<file path="src/rtl/delay_line_pipe_pkg.sv">
// Shared defaults for the systolic-array delay lines and a helper used to size
// the tap-select / occupancy width from the pipeline depth.
package delay_line_pipe_pkg;

  localparam int DEF_WIDTH = 8;
  localparam int DEF_DEPTH = 4;
  localparam int DEF_SEL_W = 3;

  function automatic int clog2(input int value);
    int r;
    r = 0;
    for (int v = value - 1; v > 0; v = v >> 1) r++;
    return r;
  endfunction

  // Smallest width that can hold every count 0..depth.
  function automatic int sel_width(input int depth);
    int w;
    w = clog2(depth + 1);
    return (w < 1) ? 1 : w;
  endfunction

endpackage

</file>
<file path="src/rtl/delay_line_pipe_stage.sv">
// One register stage of the delay line: data word plus its valid flag.
module delay_line_pipe_stage
  import delay_line_pipe_pkg::*;
#(
  parameter int WIDTH = DEF_WIDTH
) (
  input  logic             clk,
  input  logic             rst,
  input  logic             en,
  input  logic             flush,
  input  logic [WIDTH-1:0] d,
  input  logic             d_valid,
  output logic [WIDTH-1:0] q,
  output logic             q_valid
);

  // Data is cleared with the valid bit so nothing from before reset/flush can leak.
  always_ff @(posedge clk or posedge rst) begin
    if (rst) begin
      q       <= '0;
      q_valid <= 1'b0;
    end else if (flush) begin
      q       <= '0;
      q_valid <= 1'b0;
    end else if (en) begin
      q       <= d;
      q_valid <= d_valid;
    end
  end

endmodule

</file>
<file path="src/rtl/delay_line_pipe.sv">
// Multi-stage delay line with valid tracking, stall, flush, a runtime tap mux
// and an occupancy counter of valid entries held in the pipeline.
module delay_line_pipe
  import delay_line_pipe_pkg::*;
#(
  parameter int WIDTH = DEF_WIDTH,
  parameter int DEPTH = DEF_DEPTH,
  parameter int SEL_W = DEF_SEL_W
) (
  input  logic             clk,
  input  logic             rst,
  input  logic             en,
  input  logic             flush,
  input  logic [WIDTH-1:0] d,
  input  logic             d_valid,
  input  logic [SEL_W-1:0] tap_sel,
  output logic [WIDTH-1:0] q,
  output logic             q_valid,
  output logic [SEL_W-1:0] occ
);

  logic [WIDTH-1:0] sd [1:DEPTH];
  logic             sv [1:DEPTH];
  logic [SEL_W-1:0] tap;

  for (genvar k = 1; k <= DEPTH; k++) begin : g_stage
    if (k == 1) begin : g_head
      delay_line_pipe_stage #(.WIDTH(WIDTH)) u_stage (
        .clk     (clk),
        .rst     (rst),
        .en      (en),
        .flush   (flush),
        .d       (d),
        .d_valid (d_valid),
        .q       (sd[k]),
        .q_valid (sv[k])
      );
    end else begin : g_body
      delay_line_pipe_stage #(.WIDTH(WIDTH)) u_stage (
        .clk     (clk),
        .rst     (rst),
        .en      (en),
        .flush   (flush),
        .d       (sd[k-1]),
        .d_valid (sv[k-1]),
        .q       (sd[k]),
        .q_valid (sv[k])
      );
    end
  end

  // Tap 0 means the first stage; anything past the end clamps to the last stage.
  always_comb begin
    tap = tap_sel;
    if (tap_sel == '0)
      tap = SEL_W'(1);
    else if (tap_sel > SEL_W'(DEPTH))
      tap = SEL_W'(DEPTH);
  end

  // Mux purely from stage registers, so d never reaches q combinationally.
  always_comb begin
    q       = sd[1];
    q_valid = sv[1];
    for (int k = 2; k <= DEPTH; k++) begin
      if (tap == SEL_W'(k)) begin
        q       = sd[k];
        q_valid = sv[k];
      end
    end
  end

  always_ff @(posedge clk or posedge rst) begin
    if (rst)
      occ <= '0;
    else if (flush)
      occ <= '0;
    else if (en)
      occ <= occ + SEL_W'(d_valid) - SEL_W'(sv[DEPTH]);
  end

  a_occ_bound: assert property (@(posedge clk) disable iff (rst) occ <= SEL_W'(DEPTH));

endmodule

</file>
<file path="config.mk">
export PLATFORM = sky130hd
export DESIGN_NAME = delay_line_pipe
export DESIGN_NICKNAME = d
export VERILOG_FILES = /design/src/rtl/delay_line_pipe_pkg.sv /design/src/rtl/delay_line_pipe_stage.sv /design/src/rtl/delay_line_pipe.sv
export SDC_FILE = /design/constraint.sdc
export NUM_CORES = 1
export LEC_CHECK = 0
export CORE_MARGIN = 1
export CORE_UTILIZATION = 49
export DETAILED_ROUTE_END_ITERATION = 8
export PLACE_DENSITY = 0.8
export SLEW_MARGIN = 0
export SYNTH_ARGS = -nofsm -noshare
export SYNTH_HDL_FRONTEND = slang
export SYNTH_SLANG_ARGS = --single-unit
</file>
<file path="constraint.sdc">
create_clock -name clk -period 2.3 [get_ports clk]
set_input_delay 0.69 -clock clk [delete_from_list [all_inputs] [get_ports clk]]
set_output_delay 0.69 -clock clk [all_outputs]
set_load 0.005 [all_outputs]
</file>
# Word level (Yosys, flattened, before mapping)
# Index checks and enable logic that the tools add are counted.
[word_totals]
register_bits = 39
inputBits = 16
output_inout_bits = 12
word_cells = 43
[op_classes]
n_addsub = 2
order_cmp = 1
n_eq_ne = 3
muxes = 26
n_reduce_logical = 2
[op_table]
columns = ["op", "count"]
rows = [
  ["2-to-1 mux 8 bit", 11],
  ["2-to-1 mux 3 bit", 4],
  ["2-to-1 mux 1 bit", 11],
  ["equality test 3 x 2 -> 1 bit (second input constant)", 2],
  ["adder 3 x 1 -> 3 bit", 1],
  ["equality test 3 bit (second input constant)", 1],
  ["greater-than comparator 3 bit (second input constant)", 1],
  ["zero test 3 bit", 1],
  ["subtractor 3 x 1 -> 3 bit", 1],
  ["nonzero test 2 bit", 1],
]

# Longest topological paths before layout
[depth]
depth_word = 7
ltp_mapped = 9
depth_no_buf = 9

# Hierarchy
# Synthesis repeated with hierarchy kept, for this count alone.
[hier_totals]
hier_cells = 181
area_unflattened_um2 = 1980.6
[by_module_without_submodules]
columns = ["mod", "instances", "cells_each", "area_per_inst_um2", "seq_area_each_um2"]
rows = [
  ["delay_line_pipe_stage", 4, 30, 367.9, 225.2],
  ["delay_line_pipe", 1, 61, 509.2, 75.1],
]

# Worst setup path after synthesis
# No wires, ideal clock.
[synth_timing]
path_type = "input -> output"
start = "in tap_sel[1]"
end = "out q[6]"
arrival_time_ns = 1.287
required_ns = 1.610
path_slack_ns = 0.323
stages = 5
path_buffers = 2
path_cell_list = "buf_4 -> buf_6 -> nor2_1 -> a211oi_1 -> a21o_1"
[synth_via]
elab_chain_cells = 7
elab_cells_between_ends = 10
cone_classes = "order compare: 1; eq/ne: 3; mux: 5; reduce/logical: 1"
[synth_lines]
columns = ["item", "line_no", "rtl"]
rows = [
  ["start: declaration", "delay_line_pipe.sv:16", "input logic [SEL_W-1:0] tap_sel,"],
  ["greater-than comparator 3 bit", "delay_line_pipe.sv:57", "else if (tap_sel > SEL_W'(DEPTH))"],
  ["2-to-1 mux 3 bit", "delay_line_pipe.sv:57", ""],
  ["2-to-1 mux 3 bit *", "delay_line_pipe.sv:55", "if (tap_sel == '0)"],
  ["equality test 3 x 2 -> 1 bit", "delay_line_pipe.sv:66", "if (tap == SEL_W'(k)) begin"],
  ["2-to-1 mux 8 bit (2 in series)", "delay_line_pipe.sv:66", ""],
  ["2-to-1 mux 8 bit *", "delay_line_pipe.sv:66", ""],
  ["end: declaration", "delay_line_pipe.sv:17", "output logic [WIDTH-1:0] q,"],
]
# Mark *: on every way between the ends. The rest lies on a longest branch, timed or not.

# Worst setup path in the final report
[layout_timing]
start = "in tap_sel[0]"
end = "out q[4]"
# Same word-level chain as after synthesis.

==> impl_metrics.ini <==
[status]
status = completed

[pwr]
switching_share = 0.2532
pwr-share-comb = 0.170
irDropWorstVdd_mv = 0.4376
p_per_area_nw_per_um2 = 555.7
p_leak_nw = 1.339
switchingPower_mw = 0.3633
clkPwrFrac = 0.323
seqPwrFrac = 0.507
p_int_mw = 1.072

[sta]
min_period_over_period = 0.9843
clock_skew_ps = 9.741
setup_viol = 0
tightest_slew_ps = 487.0
grt_setup_unrepaired = yes
timing_hold_violations_final = 0
drv_slew = 0
fmax_mhz = 441.7
max_slew_margin = 0.6754
fin_crit_ps = 2264

[cts]
hold_buffers = 0
root_buffer = clkbuf_8
cts_tree = yes
cts-buffers-inserted = 5
cts_buffer_depth = 2
clkTransAtPathRegs_ps = 70
cts.sinks = 39
h-tree-depth = 2
insertion_delay_ps = 300

[finish]
area_growth_pct = 32.56
drive_gt1_frac = 0.2430
n_antenna_cell = 0
fin_nets = 233
final_area_um2 = 2582
stdcell_count = 262
fill_cells = 270

[place]
placed_cell_area_um2 = 2290
dp_hpwl_mm = 2.436
gp_congestion = 0.7750
io_buffers = 27
dp_cells = 247

[min_path]
worstHoldPathCells = 2
hp-class = flop to flop
holdPathEnd = g_stage[4].g_body.u_stage.q[1]
min_from = g_stage[4].g_body.u_stage.q[1]

[critical_path]
reg2reg_to = occ[2]
crit_fanout = 4
cp.required_ps = 1610
critPathArrivalTime_ps = 1570
path_class = input port to primary output
rr_startpoint = occ[0]
start_kind = input port
worst-r2r-setup-slack_ps = 360
r2r_cells = 9
end_kind = primary output

[synthesis]
synthDistinctLibCells = 16
synthAdderAreaFrac = 0.02312
ys_ff_latch = 39
syn_nets = 197
synth_compound_area_frac = 0.07643
syn_area_um2 = 1948
synth_top_family_by_area = multiplexers
avgSynthCellArea_um2 = 10.94
ys_seq_area_frac = 0.5010
syn-instance-count = 178
yosysWarnings = 0
muxShareOfSynthArea = 0.2415
synthSimpleGateAreaFrac = 0.09570
synth_xor_area_frac = 0.004496

[detailed_routing]
vias = 1420
wl_mm = 4.578
firstDrtPassIters = 4
first_iter_violations = 92
routedWlPerCell_um = 17.47
ant_nets = 0
route.detailed.drc = 0
via_per_inst = 5.420

[floorplan]
ios = 28
initial_core_util = 0.5204
die_x_um = 65.06
core_region_area_um2 = 3744
rows = 22
dieArea_um2 = 4232
die_y_um = 65.06

[grt]
grt_pass1_wl_mm = 7.583
grt_max_degree = 41
grt_pass1_vias = 1504
grt.total_usage = 0.2492
antenna_found_initial = 0
gr-total-overflow = 0

[run]
maxCapViolCount = 0
[through the flow]
stage / worst slack, ps / TNS, ps / hold WS [ps] / power [mW] / utilization
finish: 36.11 / 0 / 524.1 / 1.435 / 0.6898
floorplan: 323.0 / 0 / 486.9 / 0.8556 / -
global route: -9.652 / -17.71 / 549.9 / 1.506 / 0.6898
global placement: -669.5 / -5955 / 503.3 / 0.9314 / 0.6116
CTS: 0.09914 / 0 / 527.6 / 1.440 / 0.6932
detailed placement: -698.2 / -6193 / 511.6 / 0.9413 / 0.6116
[critical path, cell delays in order]
cell and delay (ps):
buf_8 110, buf_16 140, mux2i_4 190, a211oi_2 240, a21o_1 110, buf_2 100
[layout make-up]
type | instances | area, um^2 | share of cell area
Tap cell | 48 | 60.06 | 0.02326
Clock inverter | 1 | 5.005 | 0.001938
Clock buffer | 6 | 82.58 | 0.03198
Sequential cell | 39 | 975.9 | 0.3779
Timing Repair Buffer | 43 | 473.0 | 0.1831
Inverter | 5 | 18.77 | 0.007267
Multi-Input combinational cell | 120 | 967.2 | 0.3745
[flip-flops by register name, indices dropped and copies added, names as in the netlist]
name,flops
g_stage.g_head.u_stage.q,8
g_stage.g_body.u_stage.q_valid,3
g_stage.g_body.u_stage.q,24
occ,3
g_stage.g_head.u_stage.q_valid,1
[synthesized netlist by cell type]
master    count  area [um^2]
nor2_1       48        180.2
mux2i_1      47        470.5
dfrtp_1      39        975.9
a211oi_1      9        67.56
a21o_1        9        67.56
buf_2         6        30.03
buf_4         5        37.54
inv_1         5        18.77
buf_6         2        22.52
ha_1          2        25.02
a21oi_1       1        5.000
a31o_2        1        8.760
clkbuf_1      1        3.750
fa_1          1        20.02
nand2b_1      1        6.260
xor2_1        1        8.760
[worst max-delay path by stage]
stage                    start  endpoint  slack [ps]  cells past startpoint
floorplan           tap_sel[1]      q[6]         320                      5
global placement    tap_sel[0]   q_valid        -670                      6
detailed placement  tap_sel[0]      q[1]        -700                      6
CTS                 tap_sel[0]      q[4]         0.1                      6
global route        tap_sel[0]      q[6]         -10                      6
finish              tap_sel[0]      q[4]          40                      6
[logic make-up (layout without fill, tap and decap cells)]
group,Yosys count,after routing
simple gates,49,49
xor+xnor,1,1
compound gates,20,20
flops,39,39
buf+inv,19,55
mux,47,47
fa+ha+maj,3,3
[routing by layer]
metal / GRT usage / share of wire / up-vias
met2: 0.4102 / 0.49 / 41
li1: - / - / 678
met3: 0.07394 / 0.053 / 9
met1: 0.3041 / 0.43 / 692
met4: 0.1033 / 0.020 / 0
met5: 0 / 0 / -
[layout by cell type, fill, tap and decap left out, types with 6 or more instances in the layout]
| master | n |
|---|---|
| nor2_1 | 46 |
| mux2i_1 | 41 |
| dfrtp_1 | 39 |
| clkdlybuf4s50_1 | 14 |
| a211oi_2 | 9 |
| a21o_1 | 9 |
| buf_4 | 8 |
| clkbuf_8 | 6 |
[power by group through the flow]
stage / Sequential [mW] / Clock (mW) / Combinational (mW)
2_1_floorplan: 0.733 / 0 / 0.123
3_3_place_gp: 0.735 / 0 / 0.196
3_5_place_dp: 0.738 / 0 / 0.204
4_1_cts: 0.726 / 0.469 / 0.244
5_1_grt: 0.730 / 0.513 / 0.263
6_report: 0.728 / 0.464 / 0.243
[what timing repair did]
item | CTS | global route
setup endpoints to repair | 9 | 9
pin swaps | 9 | 6
gates resized for setup | 55 | 11
gates cloned | 3 | 0
hold endpoints to repair | 0 | 0
buffers inserted | 5 | 0
Power figures use the tool's default switching activity.
==> patch 1, RTL diff (same settings) <==
Set the package constant `DEF_WIDTH` to 10 (it was 8).
--- a/src/rtl/delay_line_pipe_pkg.sv
+++ b/src/rtl/delay_line_pipe_pkg.sv
@@ -2,7 +2,7 @@
 // the tap-select / occupancy width from the pipeline depth.
 package delay_line_pipe_pkg;
 
-  localparam int DEF_WIDTH = 8;
+  localparam int DEF_WIDTH = 10;
   localparam int DEF_DEPTH = 4;
   localparam int DEF_SEL_W = 3;
 
Ports: changed (resized d and q); port bits go from 28 to 32. No check against the original RTL was run, so the function may have changed too.
==> patch 1 against the unedited design <==
- the run now ends with design-rule violations, negative setup slack left
- final area grew 15%
- setup slack lost 0.047 ns
- largest power group unchanged
- critical endpoint unchanged
- wire length grew 5.8%
- combinational power grew 14%
- power grew 16%
- clock skew shrank 0.0033 ns
- first-iteration DRC count grew 78%
- area after synthesis grew 19%
- sequential cell count grew 8
- critical path type unchanged
==> patch 1: results <==
metrics = {
    "timing": {
        "setup_slack_ns": -0.01115,
        "relSlewSlack_pct": 78.34,
        "setup_violations": 1,
        "finClkSkew_ns": 0.006403,
    },
    "pwr": {
        "leakagePower_nw": 1.516,
        "irDropWorstVdd_uv": 456.0,
    },
    "min_path": {
        "whs_endpoint": "g_stage[4].g_body.u_stage.q[0]",
        "hold_path.startpoint": "g_stage[4].g_body.u_stage.q[0]",
    },
    "synth": {
        "synth_cell_types": 17,
        "syn-num-nets": 232,
        "synth.area.top_cells": "dfrtp_1 (51%), mux2i_1 (24%), nor2_1 (9.4%)",
        "synth_compound_area_share_pct": 8.058,
        "synth.area.mux_share_pct": 24.23,
        "synth_xor_area_share_pct": 0.3786,
        "ys_top_cells_by_count": "nor2_1 (58), mux2i_1 (56), dfrtp_1 (47)",
    },
    "clock_network": {
        "path_clk_slew_ns": 0.09,
        "cts_setup_buffers": 1,
    },
    "worst_setup_path": {
        "crit_fanout": 6,
        "r2r_setup_slack_ns": 0.39,
        "critPathSlowestCell": "mux2i_4",
        "max_stage_delay_ns": 0.18,
    },
    "grt": {
        "met1_usage_pct": 29.67,
        "met3_usage_pct": 4.701,
        "grt_max_degree": 50,
        "grt_pass1_wl_mm": 8.397,
        "track_usage_pct": 21.77,
        "grt_pass1_vias": 1675,
    },
    "placement": {
        "portBuffers": 31,
        "dpl_cell_area_um2": 2706,
        "dpl_worst_slack_ns": -0.7115,
        "hpwl_mm": 2.534,
    },
    "layout": {
        "nets": 264,
        "top_regs": "g_stage.g_body.u_stage.q (30), g_stage.g_head.u_stage.q (10)",
        "drive_gt1_share_pct": 18.44,
    },
    "status": {
        "violations": "design-rule violations, negative setup slack",
        "outcome": "finished with violations",
    },
    "drt": {
        "wire_per_inst_um": 16.37,
        "drc": 6,
        "wl_met3_um": 168,
        "dr.pass1.iters": 6,
        "drt-met1-wl_mm": 2.186,
    },
}
-- patch 1: cell count changes after synthesis, sizes merged, moves of 2 or more --
cell,unedited run,this run
a21o,9,11
nor2,48,58
dfrtp,39,47
mux2i,47,56
a211oi,9,12
-- patch 1: metrics by stage --
step / TNS (ns) / power (W) / hold WS (ns) / utilization [%] / instances
final: -0.01115 / 0.001657 / 0.5372 / 67.03 / 296
after global routing: -0.1735 / 0.001737 / 0.5684 / 67.03 / 296
after CTS: -0.01503 / 0.001671 / 0.5375 / 66.72 / 296
after detailed placement: -7.503 / 0.001132 / 0.5141 / 60.90 / 284
after global placement: -7.418 / 0.001128 / 0.5014 / 60.90 / 284
after floorplan: 0 / 0.001030 / 0.4866 / - / 211
-- patch 1: final cells by class --
class,instances,share of cell area [%]
clock buffers,5,2.310
clock inverters,3,0.6300
inverters,4,0.5040
multi-input cells,144,37.88
flip-flops and latches,47,39.48
well taps,52,2.184
repair buffers,41,17.01
==> patch 2, RTL diff (config.mk and constraints unchanged) <==
Without the edit above. Make the reset (`rst`) synchronous in 2 clocked blocks.
--- a/src/rtl/delay_line_pipe_stage.sv
+++ b/src/rtl/delay_line_pipe_stage.sv
@@ -15,7 +15,7 @@
 );
 
   // Data is cleared with the valid bit so nothing from before reset/flush can leak.
-  always_ff @(posedge clk or posedge rst) begin
+  always_ff @(posedge clk) begin
     if (rst) begin
       q       <= '0;
       q_valid <= 1'b0;
--- a/src/rtl/delay_line_pipe.sv
+++ b/src/rtl/delay_line_pipe.sv
@@ -70,7 +70,7 @@
     end
   end
 
-  always_ff @(posedge clk or posedge rst) begin
+  always_ff @(posedge clk) begin
     if (rst)
       occ <= '0;
     else if (flush)
Check against the original RTL: differs if rst is asserted again (counterexample within 4 cycles, from zero or initial values and one cycle with rst high); with rst held inactive, the same outputs for 10 cycles.
==> patch 2 against the unedited design <==
- power fell by 12%
- wire length fell by 14%
- final cell count fell by 1.1%
- sequential cell count unchanged
- final area is 12% lower
- setup slack got worse by 0.032 ns
- global-route usage fell by 2.8 points
- die area is 8.4% lower
- area after synthesis is 8.7% lower
- sequential share of layout area shrank 3.4 points
- core utilization is 2.5 points lower
==> patch 2: results <==
metrics = {
    "synth": {
        "syn_inst": 179,
        "synth_xor_area_share_pct": 0.4923,
        "synth.area.mux_share_pct": 26.44,
        "ys_seq_area_share_pct": 43.88,
        "async_reset_ff_share_pct": 0,
        "synth.area.top_cells": "dfxtp_1 (44%), mux2i_1 (26%), nor2_1 (9.9%)",
        "ys_top_cells_by_count": "mux2i_1 (47), nor2_1 (47), dfxtp_1 (39)",
        "syn-num-nets": 198,
        "synth_compound_area_share_pct": 8.087,
        "synth_ff_type": "dfxtp_1",
        "synth_cell_types": 18,
    },
    "grt": {
        "track_usage_pct": 22.11,
        "grt_pass1_wl_mm": 6.596,
    },
    "clock_network": {
        "path_clk_slew_ns": 0.12,
        "cts-root-buf": "clkbuf_4",
        "cts_buffers": 5,
    },
    "timing": {
        "relSlewSlack_pct": 70.59,
        "finClkSkew_ns": 0.01159,
    },
    "worst_setup_path": {
        "crit_fanout": 5,
        "cp.arrival_ns": 1.61,
    },
    "placement": {
        "dp.cells": 244,
        "dpl_worst_slack_ns": -0.7431,
        "gp_congestion": 0.6829,
        "hpwl_mm": 2.315,
        "dpl_cell_area_um2": 2059,
    },
    "layout": {
        "drive_gt1_share_pct": 22.54,
        "fin_cells": 259,
        "nets": 231,
    },
    "drt": {
        "wire_per_inst_um": 15.22,
        "via_count": 1407,
        "drtIter0Drc": 65,
    },
    "status": {
        "outcome": "completed",
    },
    "pwr": {
        "irDropWorstVdd_uv": 491.1,
        "leakagePower_nw": 1.024,
    },
}
[patch 2: metrics by stage]
stage,TNS [ns],util (%)
floorplan,0,-
global placement,-5.896,60.29
detailed placement,-6.179,60.29
CTS,0,66.52
global route,-0.02962,66.48
finish,0,66.48
[patch 2: layout make-up]
cell class              instances  area [um2]
well taps                      46       57.56
fillers                       278        1145
multi-input cells             121       938.4
inverters                       5       18.77
clock buffers                   8       68.82
repair buffers                 40       406.6
flip-flops and latches         39       780.7
[patch 2: logic make-up (layout without fill, tap and decap cells)]
| family | Yosys count | after routing |
|---|---|---|
| simple gates | 51 | 51 |
| mux | 47 | 47 |
| flops | 39 | 39 |
| compound gates | 19 | 19 |
| buf+inv | 19 | 53 |
| fa+ha+maj | 3 | 3 |
| xor+xnor | 1 | 1 |
[patch 2: timing repair]
item                                    4_1_cts  5_1_grt
gates resized for setup                      57       14
pin swaps                                     9        7
buffers inserted                              5        0
cloned                                        2        0
endpoints found under the setup margin        9        8
[patch 2: where the power goes]
group,switching (W),internal (W),leakage (nW)
Combinational,0.0000782,0.0000942,0.670
Clock,0.000222,0.000180,0.0386
Sequential,0.00000671,0.000683,0.315
[patch 2: critical path, stage by stage]
cell      delay (ns)
buf_12          0.11
buf_12          0.13
mux2i_4         0.19
a211oi_2        0.26
a21o_1          0.12
clkbuf_2        0.10
[patch 2: path summary, 6_finish.rpt]
kind                                                startpoint                              to  slack, ns  cells past startpoint
worst min register to register  g_stage[4].g_body.u_stage.q[4]  g_stage[4].g_body.u_stage.q[4]       0.52                      2
worst max-delay path                                tap_sel[0]                            q[0]      0.004                      6
worst max register to register                          occ[0]                          occ[2]       0.44                      8
worst min-delay path            g_stage[4].g_body.u_stage.q[4]  g_stage[4].g_body.u_stage.q[4]       0.52                      2
[patch 2: per-layer routing]
metal | vias to the layer above | global-route usage (%) | routed length, um
met5 | - | 0 | 0
met4 | 0 | 11.34 | 66
met3 | 5 | 6.066 | 153
met2 | 34 | 39.42 | 2133
met1 | 692 | 23.75 | 1589
li1 | 676 | - | -
